`config.mk`:
```
export PLATFORM = sky130hd
export DESIGN_NAME = pic_fetch_sequencer
export DESIGN_NICKNAME = d
export VERILOG_FILES = /design/src/rtl/pic_fetch_pkg.sv /design/src/rtl/pic_call_stack.sv /design/src/rtl/pic_fetch_sequencer.sv
export SDC_FILE = /design/constraint.sdc
export NUM_CORES = 1
export LEC_CHECK = 0
export CAP_MARGIN = 10
export CORE_MARGIN = 2
export CORE_UTILIZATION = 55
export CTS_BUF_LIST = sky130_fd_sc_hd__clkbuf_4 sky130_fd_sc_hd__clkbuf_8 sky130_fd_sc_hd__clkbuf_16
export DETAILED_ROUTE_END_ITERATION = 16
export GPL_TIMING_DRIVEN = 1
export PLACE_DENSITY_LB_ADDON = 0.25
export SYNTH_ARGS = -nofsm -noshare
export SYNTH_HDL_FRONTEND = slang
export SYNTH_HIERARCHICAL = 1
export SYNTH_SLANG_ARGS = --single-unit
```
`constraint.sdc`:
```
create_clock -name clk_i -period 4.6 [get_ports clk_i]
set_input_delay 0.69 -clock clk_i [delete_from_list [all_inputs] [get_ports clk_i]]
set_output_delay 0.69 -clock clk_i [all_outputs]
set_load 0.03 [all_outputs]
```
`src/rtl/pic_fetch_pkg.sv`:
```
// Shared definitions for the 14-bit-instruction fetch sequencer:
// opcode match constants, FSM state encoding and instruction classification.
package pic_fetch_pkg;

    localparam int unsigned INSN_W = 14;

    localparam logic [INSN_W-1:0] MASK_OP3   = 14'h3800;
    localparam logic [INSN_W-1:0] MASK_OP4   = 14'h3C00;
    localparam logic [INSN_W-1:0] MASK_OP6   = 14'h3F00;

    localparam logic [INSN_W-1:0] OP_GOTO    = 14'h2800;
    localparam logic [INSN_W-1:0] OP_CALL    = 14'h2000;
    localparam logic [INSN_W-1:0] OP_RETLW   = 14'h3400;
    localparam logic [INSN_W-1:0] OP_BTFSC   = 14'h1800;
    localparam logic [INSN_W-1:0] OP_BTFSS   = 14'h1C00;
    localparam logic [INSN_W-1:0] OP_DECFSZ  = 14'h0B00;
    localparam logic [INSN_W-1:0] OP_INCFSZ  = 14'h0F00;
    localparam logic [INSN_W-1:0] OP_RETURN  = 14'h0008;

    typedef enum logic [1:0] {
        ST_BOOT,
        ST_RUN,
        ST_FLUSH
    } fetch_state_e;

    typedef enum logic [2:0] {
        CLS_SEQ,
        CLS_GOTO,
        CLS_CALL,
        CLS_RET,
        CLS_SKIP
    } insn_cls_e;

    function automatic insn_cls_e decode_insn(input logic [INSN_W-1:0] w);
        insn_cls_e cls;
        cls = CLS_SEQ;
        if (w == OP_RETURN || (w & MASK_OP4) == OP_RETLW) begin
            cls = CLS_RET;
        end else if ((w & MASK_OP3) == OP_GOTO) begin
            cls = CLS_GOTO;
        end else if ((w & MASK_OP3) == OP_CALL) begin
            cls = CLS_CALL;
        end else if ((w & MASK_OP4) == OP_BTFSC || (w & MASK_OP4) == OP_BTFSS ||
                     (w & MASK_OP6) == OP_DECFSZ || (w & MASK_OP6) == OP_INCFSZ) begin
            cls = CLS_SKIP;
        end
        return cls;
    endfunction

endpackage

```
`src/rtl/pic_call_stack.sv`:
```
// Circular hardware call stack: a push when full overwrites the oldest entry,
// a pop when empty leaves state untouched; both raise sticky error flags.
module pic_call_stack #(
    parameter int unsigned DEPTH  = 8,
    parameter int unsigned ADDR_W = 10
) (
    input  logic                       clk_i,
    input  logic                       rst_n_i,
    input  logic                       push_i,
    input  logic                       pop_i,
    input  logic [ADDR_W-1:0]          push_dat_i,
    output logic [ADDR_W-1:0]          pop_dat_o,
    output logic                       empty_o,
    output logic [$clog2(DEPTH):0]     ptr_o,
    output logic                       ovf_o,
    output logic                       unf_o
);

    localparam int unsigned PW = $clog2(DEPTH);
    localparam logic [PW:0] FULL = (PW+1)'(DEPTH);

    logic [ADDR_W-1:0] mem [DEPTH];
    logic [PW-1:0]     top_q;
    logic [PW-1:0]     rd_idx;
    logic [PW:0]       cnt_q;

    assign rd_idx    = top_q - PW'(1);
    assign pop_dat_o = mem[rd_idx];
    assign empty_o   = (cnt_q == '0);
    assign ptr_o     = cnt_q;

    // Entries are deliberately not reset; only the bookkeeping is.
    always_ff @(posedge clk_i) begin
        if (push_i) begin
            mem[top_q] <= push_dat_i;
        end
    end

    always_ff @(posedge clk_i) begin
        if (!rst_n_i) begin
            top_q <= '0;
            cnt_q <= '0;
            ovf_o <= 1'b0;
            unf_o <= 1'b0;
        end else if (push_i) begin
            top_q <= top_q + PW'(1);
            if (cnt_q == FULL) begin
                ovf_o <= 1'b1;
            end else begin
                cnt_q <= cnt_q + (PW+1)'(1);
            end
        end else if (pop_i) begin
            if (cnt_q == '0) begin
                unf_o <= 1'b1;
            end else begin
                top_q <= rd_idx;
                cnt_q <= cnt_q - (PW+1)'(1);
            end
        end
    end

endmodule

```
`src/rtl/pic_fetch_sequencer.sv`:
```
// Prefetching program-address sequencer: sequential fetch, skip flushing,
// GOTO/CALL redirects and RETURN/RETLW through the hardware call stack.
module pic_fetch_sequencer
    import pic_fetch_pkg::*;
#(
    parameter int unsigned        ADDR_W      = 10,
    parameter int unsigned        STACK_DEPTH = 8,
    parameter logic [ADDR_W-1:0]  RESET_VEC   = '0
) (
    input  logic                            clk_i,
    input  logic                            pon_rst_n_i,
    input  logic [INSN_W-1:0]               prog_dat_i,
    input  logic                            prog_vld_i,
    input  logic                            stall_i,
    input  logic                            skip_cond_i,
    output logic [ADDR_W-1:0]               prog_adr_o,
    output logic                            prog_req_o,
    output logic [ADDR_W-1:0]               exec_pc_o,
    output logic                            exec_vld_o,
    output logic                            flush_o,
    output logic [$clog2(STACK_DEPTH):0]    stk_ptr_o,
    output logic                            stk_ovf_o,
    output logic                            stk_unf_o
);

    fetch_state_e      state_q, state_d;
    insn_cls_e         insn_cls;
    logic              advance;
    logic [ADDR_W-1:0] adr_d;
    logic [ADDR_W-1:0] target;
    logic [ADDR_W-1:0] ret_adr;
    logic [ADDR_W-1:0] stk_dat;
    logic              stk_empty;
    logic              push, pop;

    generate
        if (ADDR_W > 11) begin : g_tgt_ext
            assign target = {{(ADDR_W-11){1'b0}}, prog_dat_i[10:0]};
        end else begin : g_tgt_trunc
            assign target = prog_dat_i[ADDR_W-1:0];
        end
    endgenerate

    assign advance    = (state_q != ST_BOOT) && prog_vld_i && !stall_i;
    assign insn_cls   = decode_insn(prog_dat_i);
    assign prog_req_o = (state_q != ST_BOOT);
    assign ret_adr    = stk_empty ? RESET_VEC : stk_dat;

    always_comb begin
        state_d    = state_q;
        adr_d      = prog_adr_o;
        push       = 1'b0;
        pop        = 1'b0;
        exec_vld_o = 1'b0;
        flush_o    = 1'b0;
        unique case (state_q)
            // RESET_VEC sits on the address bus throughout BOOT, so its word is
            // already on prog_dat_i when RUN starts; fetch moves one ahead.
            ST_BOOT: begin
                state_d = ST_RUN;
                adr_d   = RESET_VEC + ADDR_W'(1);
            end
            ST_RUN: begin
                if (advance) begin
                    exec_vld_o = 1'b1;
                    adr_d      = prog_adr_o + ADDR_W'(1);
                    unique case (insn_cls)
                        CLS_GOTO: begin
                            adr_d   = target;
                            state_d = ST_FLUSH;
                        end
                        CLS_CALL: begin
                            push    = 1'b1;
                            adr_d   = target;
                            state_d = ST_FLUSH;
                        end
                        CLS_RET: begin
                            pop     = 1'b1;
                            adr_d   = ret_adr;
                            state_d = ST_FLUSH;
                        end
                        CLS_SKIP: begin
                            if (skip_cond_i) begin
                                state_d = ST_FLUSH;
                            end
                        end
                        default: ;
                    endcase
                end
            end
            ST_FLUSH: begin
                if (advance) begin
                    flush_o = 1'b1;
                    adr_d   = prog_adr_o + ADDR_W'(1);
                    state_d = ST_RUN;
                end
            end
            default: state_d = ST_BOOT;
        endcase
    end

    always_ff @(posedge clk_i) begin
        if (!pon_rst_n_i) begin
            state_q    <= ST_BOOT;
            prog_adr_o <= RESET_VEC;
            exec_pc_o  <= RESET_VEC;
        end else begin
            state_q    <= state_d;
            prog_adr_o <= adr_d;
            if (advance) begin
                exec_pc_o <= prog_adr_o;
            end
        end
    end

    pic_call_stack #(
        .DEPTH  (STACK_DEPTH),
        .ADDR_W (ADDR_W)
    ) u_stack (
        .clk_i      (clk_i),
        .rst_n_i    (pon_rst_n_i),
        .push_i     (push),
        .pop_i      (pop),
        .push_dat_i (exec_pc_o + ADDR_W'(1)),
        .pop_dat_o  (stk_dat),
        .empty_o    (stk_empty),
        .ptr_o      (stk_ptr_o),
        .ovf_o      (stk_ovf_o),
        .unf_o      (stk_unf_o)
    );

endmodule

```
==> results.toml <==
[route]
drc = 0
wl_per_cell_um = 20.06
drt_first_pass_iters = 5
wl_mm = 12.04
drtAntennaViolNets = 0
drtIter0Drc = 318
num_vias = 3630
drt-vias-per-instance = 6.050

[timing]
worst_pin_slew_ns = 1.001
drv_slew = 0
hold_viol = 0
setup_viol = 0
grt_setup_unrepaired = "false"
fin_worst_skew_ns = 0.008922
fin_crit_sh_pct = 74.67
layout_min_cycle_time_ns = 3.435
timing.fmax_mhz = 291.1
setup_ws_ns = 1.165
totalNegativeSetupSlack_ns = 0
slew_headroom_pct = 31.35

[critical_path]
r2r-end = "u_stack/ptr_o[3]$_SDFFE_PN0P_"
r2r_slack_ns = 1.17
cp_data_arrival_time_ns = 3.72
cp-start-kind = "flop"
reg2reg_depth = 13
r2r-start = "state_q[0]$_SDFFE_PN0P_"
critPathMaxFanout = 14
end_kind = "flop"
required_ns = 4.88
worst-setup-path-type = "flop to flop"

[die]
initial_core_util_pct = 56.86
fp.dieW_um = 101.7
core_sq_um = 9240
num_rows = 35
dieArea_sq_um = 10350
die_y_um = 101.7
pin_count = 48

[clock_tree]
ctsHoldBuffers = 0
numCtsBuffers = 9
clk_latency_ns = 0.38
cts_tree = "built"
cts_max_level = 3
post_cts_buffers = 0
path_clk_slew_ns = 0.10
cts_num_sinks = 111
cts-root-buf = "clkbuf_8"
cts_buffer_depth = 2
ctsResizeCount = 0

[power]
irDropWorstVdd_mv = 0.1472
leakagePower_uw = 0.002134
power.density_nw_per_um2 = 312.9

[synthesis]
synth-simple-area-share_pct = 12.74
synthXorXnorAreaFrac_pct = 2.643
synth_edf_count = 80
yosys_warnings = 6
synthMuxAreaShare_pct = 11.72
synth_top_family_by_area = "simple AND/OR/NAND/NOR gates"
synth_seq_cells = 111
synth.avg_cell_area_sq_um = 12.78
ys_seq_area_share_pct = 57.54
ys_types = 64
synth_fa_ha_area_share_pct = 2.524
synth_cells = 411
syn-cell-area_sq_um = 5254
ys_async_sr_fraction_pct = 0
syn_nets = 440
synth_compound_area_share_pct = 10.22
synth_ff_type = "edfxtp_1"

[place]
post-place-ws_ns = 0.8003
hpwlAfterDp_mm = 8.392
place_congestion = 0.9390
portBuffers = 47

[flow_run]
maxCapViolCount = 0

[cells_and_area]
diodes = 0
layout-drive-gt1-share_pct = 15.07
areaGrowthSynthToFinish_pct = 15.93
nets = 495

[global_route]
grt_pass1_wl_mm = 18.99
grt_pass1_vias = 3495
grt_max_degree = 24
grt-ovfl-total = 0
grt_usage_pct = 24.94
grt_antenna_before_repair = 0

[min_path]
holdPathEnd = "u_stack/unf_o$_SDFFE_PN0P_"
hold_class = "flop to flop"
holdPathStages = 1
hold_start = "u_stack/unf_o$_SDFFE_PN0P_"

[status]
status = "complete, no violations"
==> cell usage after synthesis (5+ instances only) <==
cell type  number  area [sq um]
a21oi_1        22         110.1
a31oi_1         5         31.28
and2_1          5         31.28
and3_1          6         37.54
buf_2           5         25.02
clkbuf_1        9         33.78
dfxtp_1        31         620.6
edfxtp_1       80          2402
ha_1            9         112.6
inv_1          12         45.04
mux2_2         10         112.6
mux4_2         20         450.4
nand2_1        48         180.2
nand3_1        14         70.07
nor2_1         22         82.58
nor3_1          9         45.04
nor4_1          5         31.28
o211ai_1        7         52.55
o21ai_0         7         35.03
o31a_1          5         43.79
xnor2_1        10         87.58
==> through the flow <==
step                      utilization [%]  std cells  total power, uW  hold slack [ns]  area, sq um
after floorplan                         -        411             1285           0.5074         5254
after global placement              63.91        584             1370           0.4563         5906
after detailed placement            63.91        584             1373           0.4648         5906
after CTS                           65.92        600             1910           0.4912         6091
after global routing                65.92        600             1974           0.5002         6091
final                               65.92        600             1906           0.4835         6091
==> per-layer routing <==
layer | part of all wire (%) | GRT usage [%]
met2 | 50 | 40.28
met4 | 1.5 | 8.524
met3 | 5.2 | 3.037
met1 | 43 | 35.42
met5 | 0 | 0
==> cells in the final DEF (no fill, tap or decap), types with 7 or more instances in the layout <==
| cell | netlist | layout |
|---|---|---|
| edfxtp_1 | 80 | 80 |
| nand2_1 | 48 | 48 |
| clkdlybuf4s50_1 | 0 | 47 |
| dfxtp_1 | 31 | 31 |
| nor2_1 | 22 | 22 |
| a21oi_1 | 22 | 22 |
| mux4_2 | 20 | 20 |
| nand3_1 | 14 | 14 |
| buf_4 | 2 | 14 |
| inv_1 | 12 | 12 |
| xnor2_1 | 10 | 10 |
| mux2_2 | 10 | 10 |
| nor3_1 | 9 | 9 |
| ha_1 | 9 | 9 |
| clkbuf_8 | 0 | 9 |
| o21ai_0 | 7 | 7 |
| o211ai_1 | 7 | 7 |
==> worst max path at each step <==
stage                            start                             to  slack, ns  depth (start not counted)
5_1_grt        state_q[0]$_SDFFE_PN0P_  u_stack/ptr_o[3]$_SDFFE_PN0P_       0.98                         13
6_report       state_q[0]$_SDFFE_PN0P_  u_stack/ptr_o[3]$_SDFFE_PN0P_       1.17                         13
2_1_floorplan                  stall_i  u_stack/ptr_o[3]$_SDFFE_PN0P_       1.07                         10
3_3_place_gp                prog_vld_i  u_stack/ptr_o[3]$_SDFFE_PN0P_       0.88                         12
3_5_place_dp                prog_vld_i  u_stack/ptr_o[3]$_SDFFE_PN0P_       0.80                         12
4_1_cts        state_q[0]$_SDFFE_PN0P_  u_stack/ptr_o[3]$_SDFFE_PN0P_       1.20                         13
==> state kept, by name, summed over array words and instances (netlist names) <==
name / flops
exec_pc_o: 10
prog_adr_o: 10
state_q: 2
u_stack/mem: 80
u_stack/ovf_o: 1
u_stack/ptr_o: 4
u_stack/top_q: 3
u_stack/unf_o: 1
==> cell families after synthesis <==
kind of cell	Yosys count
xor+xnor	15
flops	111
buf+inv	31
mux	34
compound gates	76
simple gates	134
fa+ha+maj	10
==> where the power goes <==
part	switching (uW)	internal [uW]	total, uW	leakage (uW)
logic	170	98.1	268	0.000923
clock network	338	211	549	0.0000911
registers	18.3	1070	1090	0.00112
total	526	1380	1910	0.00213
==> critical path: stages, from the launching register on <==
cell and delay (ns):
dfxtp_1 0.38, inv_1 0.09, ha_1 0.28, nor3b_1 0.22, buf_4 0.24, nand2_1 0.13
nor3b_1 0.22, buf_4 0.23, inv_1 0.13, ha_1 0.36, and3_2 0.23, or3_1 0.36
and4b_1 0.22, a2111oi_2 0.26
==> area by class of cell <==
cell class                 instances  area [sq um]
multi-input combinational        269          2093
clock inverter                     6         53.80
clock buffer                      10         131.4
tap                              129         161.4
timing repair buffer              61         575.6
inverter                          14         52.55
sequential                       111          3023
fill                             677          3149
Note: power is estimated with default switching activity, not from simulation.
